<file path="config.mk">
export PLATFORM = sky130hd
export DESIGN_NAME = alu_op_executor_flat
export DESIGN_NICKNAME = d
export VERILOG_FILES = /design/src/rtl/alu_exec_pkg.sv /design/src/rtl/alu_op_executor_if.sv /design/src/rtl/alu_shift_add_mul.sv /design/src/rtl/alu_op_executor.sv /design/src/flat_wrapper.sv
export SDC_FILE = /design/constraint.sdc
export NUM_CORES = 1
export LEC_CHECK = 0
export BUFFER_PORTS_ARGS = -buffer_cell sky130_fd_sc_hd__buf_2
export CAP_MARGIN = 20
export CORE_MARGIN = 4
export CORE_UTILIZATION = 40
export CTS_CLUSTER_DIAMETER = 150
export DETAILED_ROUTE_END_ITERATION = 8
export GPL_ROUTABILITY_DRIVEN = 1
export SYNTH_ARGS = -nofsm -noshare
export SYNTH_HDL_FRONTEND = slang
export SYNTH_SLANG_ARGS = --single-unit
</file>
<file path="constraint.sdc">
create_clock -name clk -period 4.5 [get_ports clk]
set_input_delay 0.225 -clock clk [delete_from_list [all_inputs] [get_ports clk]]
set_output_delay 0.225 -clock clk [all_outputs]
set_load 0.02 [all_outputs]
</file>
<file path="src/rtl/alu_exec_pkg.sv">
// Shared types and sizing for the ALU operation executor.
package alu_exec_pkg;

    localparam int DATA_WIDTH   = 8;
    localparam int RESULT_WIDTH = 2 * DATA_WIDTH;
    localparam int MUL_STEPS    = DATA_WIDTH;
    localparam int CNT_WIDTH    = $clog2(MUL_STEPS);

    typedef enum logic [2:0] {
        no_op  = 3'd0,
        add_op = 3'd1,
        and_op = 3'd2,
        xor_op = 3'd3,
        mul_op = 3'd4,
        rst_op = 3'd7
    } alu_op_t;

    typedef enum logic [1:0] {
        IDLE,
        EXEC,
        MUL,
        DONE
    } alu_state_t;

endpackage

</file>
<file path="src/rtl/alu_op_executor_if.sv">
// ALU_in / ALU_out handshake bundle between initiator and executor.
interface alu_op_executor_if;
    import alu_exec_pkg::*;

    logic                    valid;
    logic [2:0]              op;
    logic [DATA_WIDTH-1:0]   a;
    logic [DATA_WIDTH-1:0]   b;
    logic                    ready;
    logic                    done;
    logic [RESULT_WIDTH-1:0] result;

    modport master (
        output valid, op, a, b,
        input  ready, done, result
    );

    modport slave (
        input  valid, op, a, b,
        output ready, done, result
    );

endinterface

</file>
<file path="src/rtl/alu_shift_add_mul.sv">
// Iterative unsigned shift-add multiplier, one partial product per cycle.
module alu_shift_add_mul
    import alu_exec_pkg::*;
(
    input  logic                    clk,
    input  logic                    rst,
    input  logic                    start_i,
    input  logic [DATA_WIDTH-1:0]   a_i,
    input  logic [DATA_WIDTH-1:0]   b_i,
    output logic                    busy_o,
    output logic                    last_o,
    output logic [RESULT_WIDTH-1:0] product_o
);

    logic [CNT_WIDTH-1:0]    cnt_q;
    logic [RESULT_WIDTH-1:0] mcnd_q;
    logic [RESULT_WIDTH-1:0] acc_q;
    logic [RESULT_WIDTH-1:0] acc_d;
    logic [DATA_WIDTH-1:0]   mplr_q;
    logic                    busy_q;

    // product_o already folds in the current step, so it is final on last_o
    assign acc_d     = acc_q + (mplr_q[0] ? mcnd_q : '0);
    assign busy_o    = busy_q;
    assign last_o    = busy_q && (cnt_q == CNT_WIDTH'(MUL_STEPS - 1));
    assign product_o = acc_d;

    always_ff @(posedge clk or negedge rst) begin
        if (!rst) begin
            busy_q <= 1'b0;
            cnt_q  <= '0;
            mcnd_q <= '0;
            mplr_q <= '0;
            acc_q  <= '0;
        end else if (start_i) begin
            busy_q <= 1'b1;
            cnt_q  <= '0;
            mcnd_q <= {{DATA_WIDTH{1'b0}}, a_i};
            mplr_q <= b_i;
            acc_q  <= '0;
        end else if (busy_q) begin
            acc_q  <= acc_d;
            mcnd_q <= mcnd_q << 1;
            mplr_q <= mplr_q >> 1;
            cnt_q  <= cnt_q + 1'b1;
            if (last_o) begin
                busy_q <= 1'b0;
            end
        end
    end

endmodule

</file>
<file path="src/rtl/alu_op_executor.sv">
// Executor endpoint: accepts ops over the valid/ready bus, returns a done pulse.
module alu_op_executor
    import alu_exec_pkg::*;
(
    input  logic               clk,
    input  logic               rst,
    alu_op_executor_if.slave   bus
);

    alu_state_t              state_q;
    alu_state_t              state_d;
    alu_op_t                 op_q;
    logic [DATA_WIDTH-1:0]   a_q;
    logic [DATA_WIDTH-1:0]   b_q;
    logic [RESULT_WIDTH-1:0] result_q;
    logic [RESULT_WIDTH-1:0] result_d;
    logic [RESULT_WIDTH-1:0] alu_res;
    logic [RESULT_WIDTH-1:0] mul_prod;
    logic                    mul_busy;
    logic                    mul_last;
    logic                    ready;
    logic                    done;
    logic                    accept;
    logic                    is_alu;
    logic                    is_mul;
    logic                    is_clr;

    assign accept = bus.valid && ready;

    always_comb begin
        is_alu = 1'b0;
        is_mul = 1'b0;
        is_clr = 1'b0;
        if (accept) begin
            unique case (1'b1)
                bus.op == add_op,
                bus.op == and_op,
                bus.op == xor_op: is_alu = 1'b1;
                bus.op == mul_op: is_mul = 1'b1;
                bus.op == rst_op: is_clr = 1'b1;
                default: ;
            endcase
        end
    end

    alu_shift_add_mul u_mul (
        .clk       (clk),
        .rst       (rst),
        .start_i   (is_mul),
        .a_i       (bus.a),
        .b_i       (bus.b),
        .busy_o    (mul_busy),
        .last_o    (mul_last),
        .product_o (mul_prod)
    );

    always_ff @(posedge clk or negedge rst) begin
        if (!rst) begin
            state_q <= IDLE;
        end else begin
            state_q <= state_d;
        end
    end

    always_comb begin
        state_d = state_q;
        unique case (state_q)
            IDLE: begin
                if (is_alu) begin
                    state_d = EXEC;
                end else if (is_mul) begin
                    state_d = MUL;
                end
            end
            EXEC: state_d = DONE;
            MUL: begin
                if (mul_busy && mul_last) begin
                    state_d = DONE;
                end
            end
            DONE: state_d = IDLE;
            default: state_d = IDLE;
        endcase
    end

    always_comb begin
        ready = 1'b0;
        done  = 1'b0;
        unique case (1'b1)
            state_q == IDLE: ready = 1'b1;
            state_q == DONE: done  = 1'b1;
            default: ;
        endcase
    end

    always_ff @(posedge clk or negedge rst) begin
        if (!rst) begin
            op_q <= no_op;
            a_q  <= '0;
            b_q  <= '0;
        end else if (is_alu) begin
            op_q <= alu_op_t'(bus.op);
            a_q  <= bus.a;
            b_q  <= bus.b;
        end
    end

    always_comb begin
        alu_res = '0;
        unique case (op_q)
            add_op:  alu_res = {{DATA_WIDTH{1'b0}}, a_q}
                             + {{DATA_WIDTH{1'b0}}, b_q};
            and_op:  alu_res = {{DATA_WIDTH{1'b0}}, a_q & b_q};
            xor_op:  alu_res = {{DATA_WIDTH{1'b0}}, a_q ^ b_q};
            default: alu_res = '0;
        endcase
    end

    // result only moves on DONE entry or an accepted rst_op
    always_comb begin
        result_d = result_q;
        if (is_clr) begin
            result_d = '0;
        end else if (state_q == EXEC) begin
            result_d = alu_res;
        end else if (state_q == MUL && mul_busy && mul_last) begin
            result_d = mul_prod;
        end
    end

    always_ff @(posedge clk or negedge rst) begin
        if (!rst) begin
            result_q <= '0;
        end else begin
            result_q <= result_d;
        end
    end

    assign bus.ready  = ready;
    assign bus.done   = done;
    assign bus.result = result_q;

endmodule

</file>
<file path="src/flat_wrapper.sv">
// flat-port wrapper written by rule: the top's interface ports become plain ports
module alu_op_executor_flat import alu_exec_pkg::*;
  (clk, rst, bus_valid, bus_op, bus_a, bus_b, bus_ready, bus_done, bus_result);
  alu_op_executor_if bus_i ();
  input  logic clk;
  input  logic rst;
  input wire logic [$bits(bus_i.valid)-1:0] bus_valid;
  input wire logic [$bits(bus_i.op)-1:0] bus_op;
  input wire logic [$bits(bus_i.a)-1:0] bus_a;
  input wire logic [$bits(bus_i.b)-1:0] bus_b;
  output wire logic [$bits(bus_i.ready)-1:0] bus_ready;
  output wire logic [$bits(bus_i.done)-1:0] bus_done;
  output wire logic [$bits(bus_i.result)-1:0] bus_result;
  assign bus_i.valid = bus_valid;
  assign bus_i.op = bus_op;
  assign bus_i.a = bus_a;
  assign bus_i.b = bus_b;
  assign bus_ready = bus_i.ready;
  assign bus_done = bus_i.done;
  assign bus_result = bus_i.result;
  alu_op_executor u_core (.clk(clk), .rst(rst), .bus(bus_i));
endmodule
</file>
; ---- Word-level counts from Yosys, hierarchy flattened
; Index checks and enable logic that the tools add are counted.
[op_classes]
n_addsub = 3
eq_ne = 14
n_mux = 28
n_bitwise = 2
reduce_logical = 10
[op_table]
columns = cell, n
row1 = 2-to-1 mux 16 bit, 8
row2 = one-hot mux 16 bit (3 select lines), 1
row3 = adder 16 bit, 1
row4 = 2-to-1 mux 8 bit, 2
row5 = == test 3 x 2 -> 1 bit (second input constant), 4
row6 = 2-to-1 mux 1 bit, 11
row7 = adder 8 x 8 -> 9 bit, 1
row8 = == test 3 bit (second input constant), 3
row9 = bitwise AND 8 bit, 1
row10 = one-hot mux 2 bit (4 select lines), 1
row11 = XOR 8 bit, 1
row12 = == test 3 x 1 -> 1 bit (second input constant), 2
row13 = 2-to-1 mux 2 bit, 3
row14 = 2-to-1 mux 3 bit, 2
row15 = logical AND 1 bit, 5
row16 = == test 2 bit (second input constant), 2
row17 = adder 3 x 1 -> 3 bit (second input constant), 1
row18 = != test 3 x 1 -> 1 bit (second input constant), 1
row19 = nonzero test 3 bit, 1
row20 = OR reduction 3 bit, 1
row21 = == test 2 x 1 -> 1 bit (second input constant), 1
row22 = zero test 2 bit, 1
row23 = != test 2 x 1 -> 1 bit (second input constant), 1
row24 = AND reduction 2 bit, 1
row25 = nonzero test 2 bit, 1
[totals]
register_bits = 81
input_bits = 22
output_inout_bits = 18

; ---- Logic depth before layout (Yosys ltp)
[depth]
ltp_word = 7
mapped_depth = 11
ltp_nobuf = 10

; ---- By module
; Synthesis repeated with hierarchy kept, for this count alone.
[unflattened]
hier_cells = 526
area_unflattened_um2 = 5004.8
[by_module_without_submodules]
columns = module, instances, cells_each, area_each_um2, seq_area_each_um2
row1 = alu_shift_add_mul, 1, 295, 2802.7, 1101.1
row2 = alu_op_executor, 1, 231, 2202.1, 925.9

; ---- Worst setup path before layout
; Ideal clock, no wire load.
[synth_timing]
kind = register to register
from = register u_core.u_mul.mplr_q[0]
to = register u_core.u_mul.acc_q[14]
setup_ns = 0.128
arrival_ns = 2.320
required_time_ns = 4.372
slack_ns = 2.052
path_stages_with_launch = 12
path_buffers = 1
cell_sequence = dfrtp_1 -> clkbuf_1 -> and2_1 -> ha_1 -> fa_1 -> a21o_1 -> o2bb2ai_1 -> o21ai_1 -> nor2_1 -> a31oi_1 -> xor2_1 -> o21ai_0
[synth_via]
elab_chain_len = 4
[synth_lines]
columns = item, line
row1 = from (decl), alu_shift_add_mul.sv:19  ; logic [DATA_WIDTH-1:0] mplr_q;
row2 = from (signal assigned), alu_shift_add_mul.sv:39  ; mplr_q <= b_i;
row3 = from (signal assigned), alu_shift_add_mul.sv:44  ; mplr_q <= mplr_q >> 1;
row4 = 2-to-1 mux 16 bit, alu_shift_add_mul.sv:23  ; assign acc_d = acc_q + (mplr_q[0] ? mcnd_q : '0);
row5 = adder 16 bit, alu_shift_add_mul.sv:23
row6 = 2-to-1 mux 16 bit, alu_shift_add_mul.sv:41  ; end else if (busy_q) begin
row7 = 2-to-1 mux 16 bit, alu_shift_add_mul.sv:35  ; end else if (start_i) begin
row8 = to (signal assigned), alu_shift_add_mul.sv:34  ; acc_q <= '0;
row9 = to (signal assigned), alu_shift_add_mul.sv:40  ; acc_q <= '0;
row10 = to (signal assigned), alu_shift_add_mul.sv:42  ; acc_q <= acc_d;
row11 = to (decl), alu_shift_add_mul.sv:17  ; logic [RESULT_WIDTH-1:0] acc_q;
; No other way between the ends. The select of a mux whose other input is x is not followed.
; A chain may end at the register's enable or synchronous reset.

; ---- Final worst setup path
; Same ends and word-level chain as after synthesis.

==> results_dict.tcl <==
set metrics [dict create \
    skew_ps 6.76 \
    cp_slowest_cell "dfrtp_1" \
    firstDrtPassIters 4 \
    synthToLayoutAreaGrowth_pct 14.7 \
    crit_arrival_ps 2860 \
    synth_xor_area_share_pct 4.17 \
    setup_violations 0 \
    n_fill_cell 1037 \
    gr-total-overflow 0 \
    relSlewSlack_pct 55.3 \
    avgSynthCellArea_um2 10.1 \
    final_antenna_net_count 0 \
    numPlacedInstances 624 \
    dp_hpwl_mm 8.08 \
    hold_viol_final 0 \
    max_clock_freq_mhz 378 \
    die_h_um 115 \
    synth_top_family_by_area "compound AO/OA/AOI/OAI gates" \
    clock_latency_ps 340 \
    grtUsageTotal_pct 17.4 \
    finalCritPeriodShare_pct 58.8 \
    grt_pass1_wl_mm 17.9 \
    yosysUniqueCellTypes 55 \
    clock_sinks 81 \
    ys_top_cells_by_area "dfrtp_1 44%, ha_1 7.9%, mux2i_1 7.6%, o21ai_0 3.6%, nand2_1 3.5%" \
    gp_congestion 0.871 \
    cts_tree "yes" \
    end_kind "register" \
    status "finished, final reports clean" \
    drc_errors 0 \
    p_leak_uw 0.00245 \
    critical_path_class "register to register" \
    diodes 0 \
    grt_max_degree 82 \
    wirelength_mm 10.9 \
    maxSlewViolCount 0 \
    startpoint_type "register" \
    timing.final.crit_period_ps 2650 \
    setup_tns_ps 0 \
    syn_nets 510 \
    cpPeakStageDelay_ps 520 \
    synth.mux.area_fraction_pct 11.5 \
    fin_cells 642 \
    yosysTopAreaCellShare_pct 43.9 \
    cts_resized 0 \
    io_pins 40 \
    hold_class "input port to register" \
    cts_buffer_depth 2 \
    initial_core_util_pct 41.7 \
    worstPathCellList "and2_1 > ha_1 > fa_1 > a21o_1 > o2bb2ai_1 > o21ai_1 > nor2_1 > a31oi_1 > xor2_1 > o21ai_0" \
    grt_setup_unrepaired "false" \
    ys.flop_type "dfrtp_1" \
    nets 550 \
    rows 38 \
    ys_ff_latch 81 \
    antenna_found_initial 0 \
    postSynth.asyncResetShare_pct 100 \
    yosys.area_share.adder_pct 8.73 \
    peakVddDrop_v 0.000385 \
    syn-cell-area_um2 4620 \
    final_util_pct 47.8 \
    post_cts_buffers 0 \
    yosysSeqAreaShare_pct 43.9 \
    cts_made_buffers 9 \
    die_w_um 115 \
    ctsRootBufferMaster "clkbuf_16" \
    crit_required_ps 4720 \
    viasPerCell 5.46 \
    h-tree-depth 3 \
    cp_max_fo 17 \
    final_cell_mix "80 x dfrtp_1, 43 x nand2_1, 40 x nor2_1, 39 x buf_2, 35 x mux2i_1" \
    routed-via-count 3504 \
    synth_cells 457 \
    final_common_cell "dfrtp_1" \
    synth-edff-count 0 \
    drt_iter0_drc 174 \
    cellPowerDensity_nw_per_um2 722 \
    yosys_warnings 0 \
    synth_area_leader_cell "dfrtp_1" \
    tightest_slew_ps 671 \
    min_delay_path_depth 3 \
    io_buffers 39 \
    cts.clk_slew.worst_paths_ps 60 \
    wire_per_inst_um 17.0 \
    grt_pass1_vias 3489 \
    synth-simple-area-share_pct 13.9 \
    drive_above_1_share_pct 17.3 \
    die-area_um2 13300 \
    reg2regPathDepth 10 \
    core_um2 11100 \
    synth_compound_area_share_pct 15.3 \
    max_cap_viol_count 0 \
]
## routing by layer
layer	vias to the layer above	global-route usage (%)	wire length, um
met5	-	0	0
met4	0	5.71	201
met3	16	4.44	477
met2	73	28.2	5230
met1	1710	22.8	5000
li1	1705	-	-
## registers in the layout (all words and copies together), names as in the netlist
signal,count
u_core.bus.result,16
u_core.u_mul.busy_o,1
u_core.op_q,3
u_core.u_mul.acc_q,16
u_core.u_mul.cnt_q,3
u_core.a_q,8
u_core.u_mul.mcnd_q,16
u_core.b_q,8
u_core.u_mul.mplr_q,8
u_core.state_q,2
## worst max-delay path, delay by kind of cell (launching register included)
kind,cells,cell delay [ps]
compound gates,5,910
xor+xnor,1,190
fa+ha+maj,2,610
flops,1,520
simple gates,2,290
## Yosys cell counts, types with 5 or more instances
library cell,n
a21o_1,5
a21oi_1,20
a22o_1,5
a31oi_1,5
and2_1,16
buf_2,7
clkbuf_1,8
dfrtp_1,81
ha_1,29
inv_1,12
mux2_2,13
mux2i_1,35
nand2_1,43
nand3_1,10
nor2_1,40
nor2b_1,5
nor3_1,5
o21ai_0,33
o21ai_1,8
xnor2_1,13
xor2_1,9
## final timing paths
path | slack, ps | endpoint | from
setup / recovery | 1850 | u_core.u_mul.acc_q[14] | u_core.u_mul.mplr_q[0]
hold / removal | 100 | u_core.u_mul.mplr_q[7] | bus_b[7]
setup reg to reg | 1850 | u_core.u_mul.acc_q[14] | u_core.u_mul.mplr_q[0]
hold reg to reg | 480 | u_core.bus.result[15] | u_core.bus.result[15]
max in group asynchronous | 3480 | u_core.u_mul.busy_o | rst
min in group asynchronous | 410 | u_core.u_mul.mcnd_q[13] | rst
## layout make-up
class	instances	area (um2)	area share [%]
multi-input combinational	347	2480	46.8
timing repair buffer	46	263	4.96
clock buffer	12	256	4.84
inverter	12	45.0	0.850
clock inverter	4	51.3	0.968
sequential	81	2030	38.3
tap	140	175	3.31
## power by group
| group | total [uW] | switching, uW | internal, uW |
|---|---|---|---|
| Combinational | 1800 | 1020 | 779 |
| Sequential | 1280 | 236 | 1040 |
| Clock | 752 | 292 | 460 |
| Total | 3830 | 1550 | 2280 |
## through the flow
step,worst slack (ps),hold slack [ps],area [um2],power [uW]
after floorplan,2050,-70.6,4620,2610
after global placement,1920,452,4950,3030
after detailed placement,1870,450,4960,3080
after CTS,1860,90.5,5270,3850
after global routing,1600,88.1,5300,4130
final,1850,103,5300,3830
## repair_timing
item	CTS	global route
hold endpoints to repair	0	39
hold buffers	0	1
endpoints found under the setup margin	0	0
## cells by family (layout without fill, tap and decap cells)
kind of cell,Yosys count,after routing
adder cells (fa/ha/maj),31,31
XOR/XNOR,22,22
AO/OA/AOI/OAI,107,107
multiplexers,51,51
AND/OR/NAND/NOR,136,136
buffers and inverters,29,74
flip-flops,81,81
No activity file was read; power rests on OpenSTA's default activity.
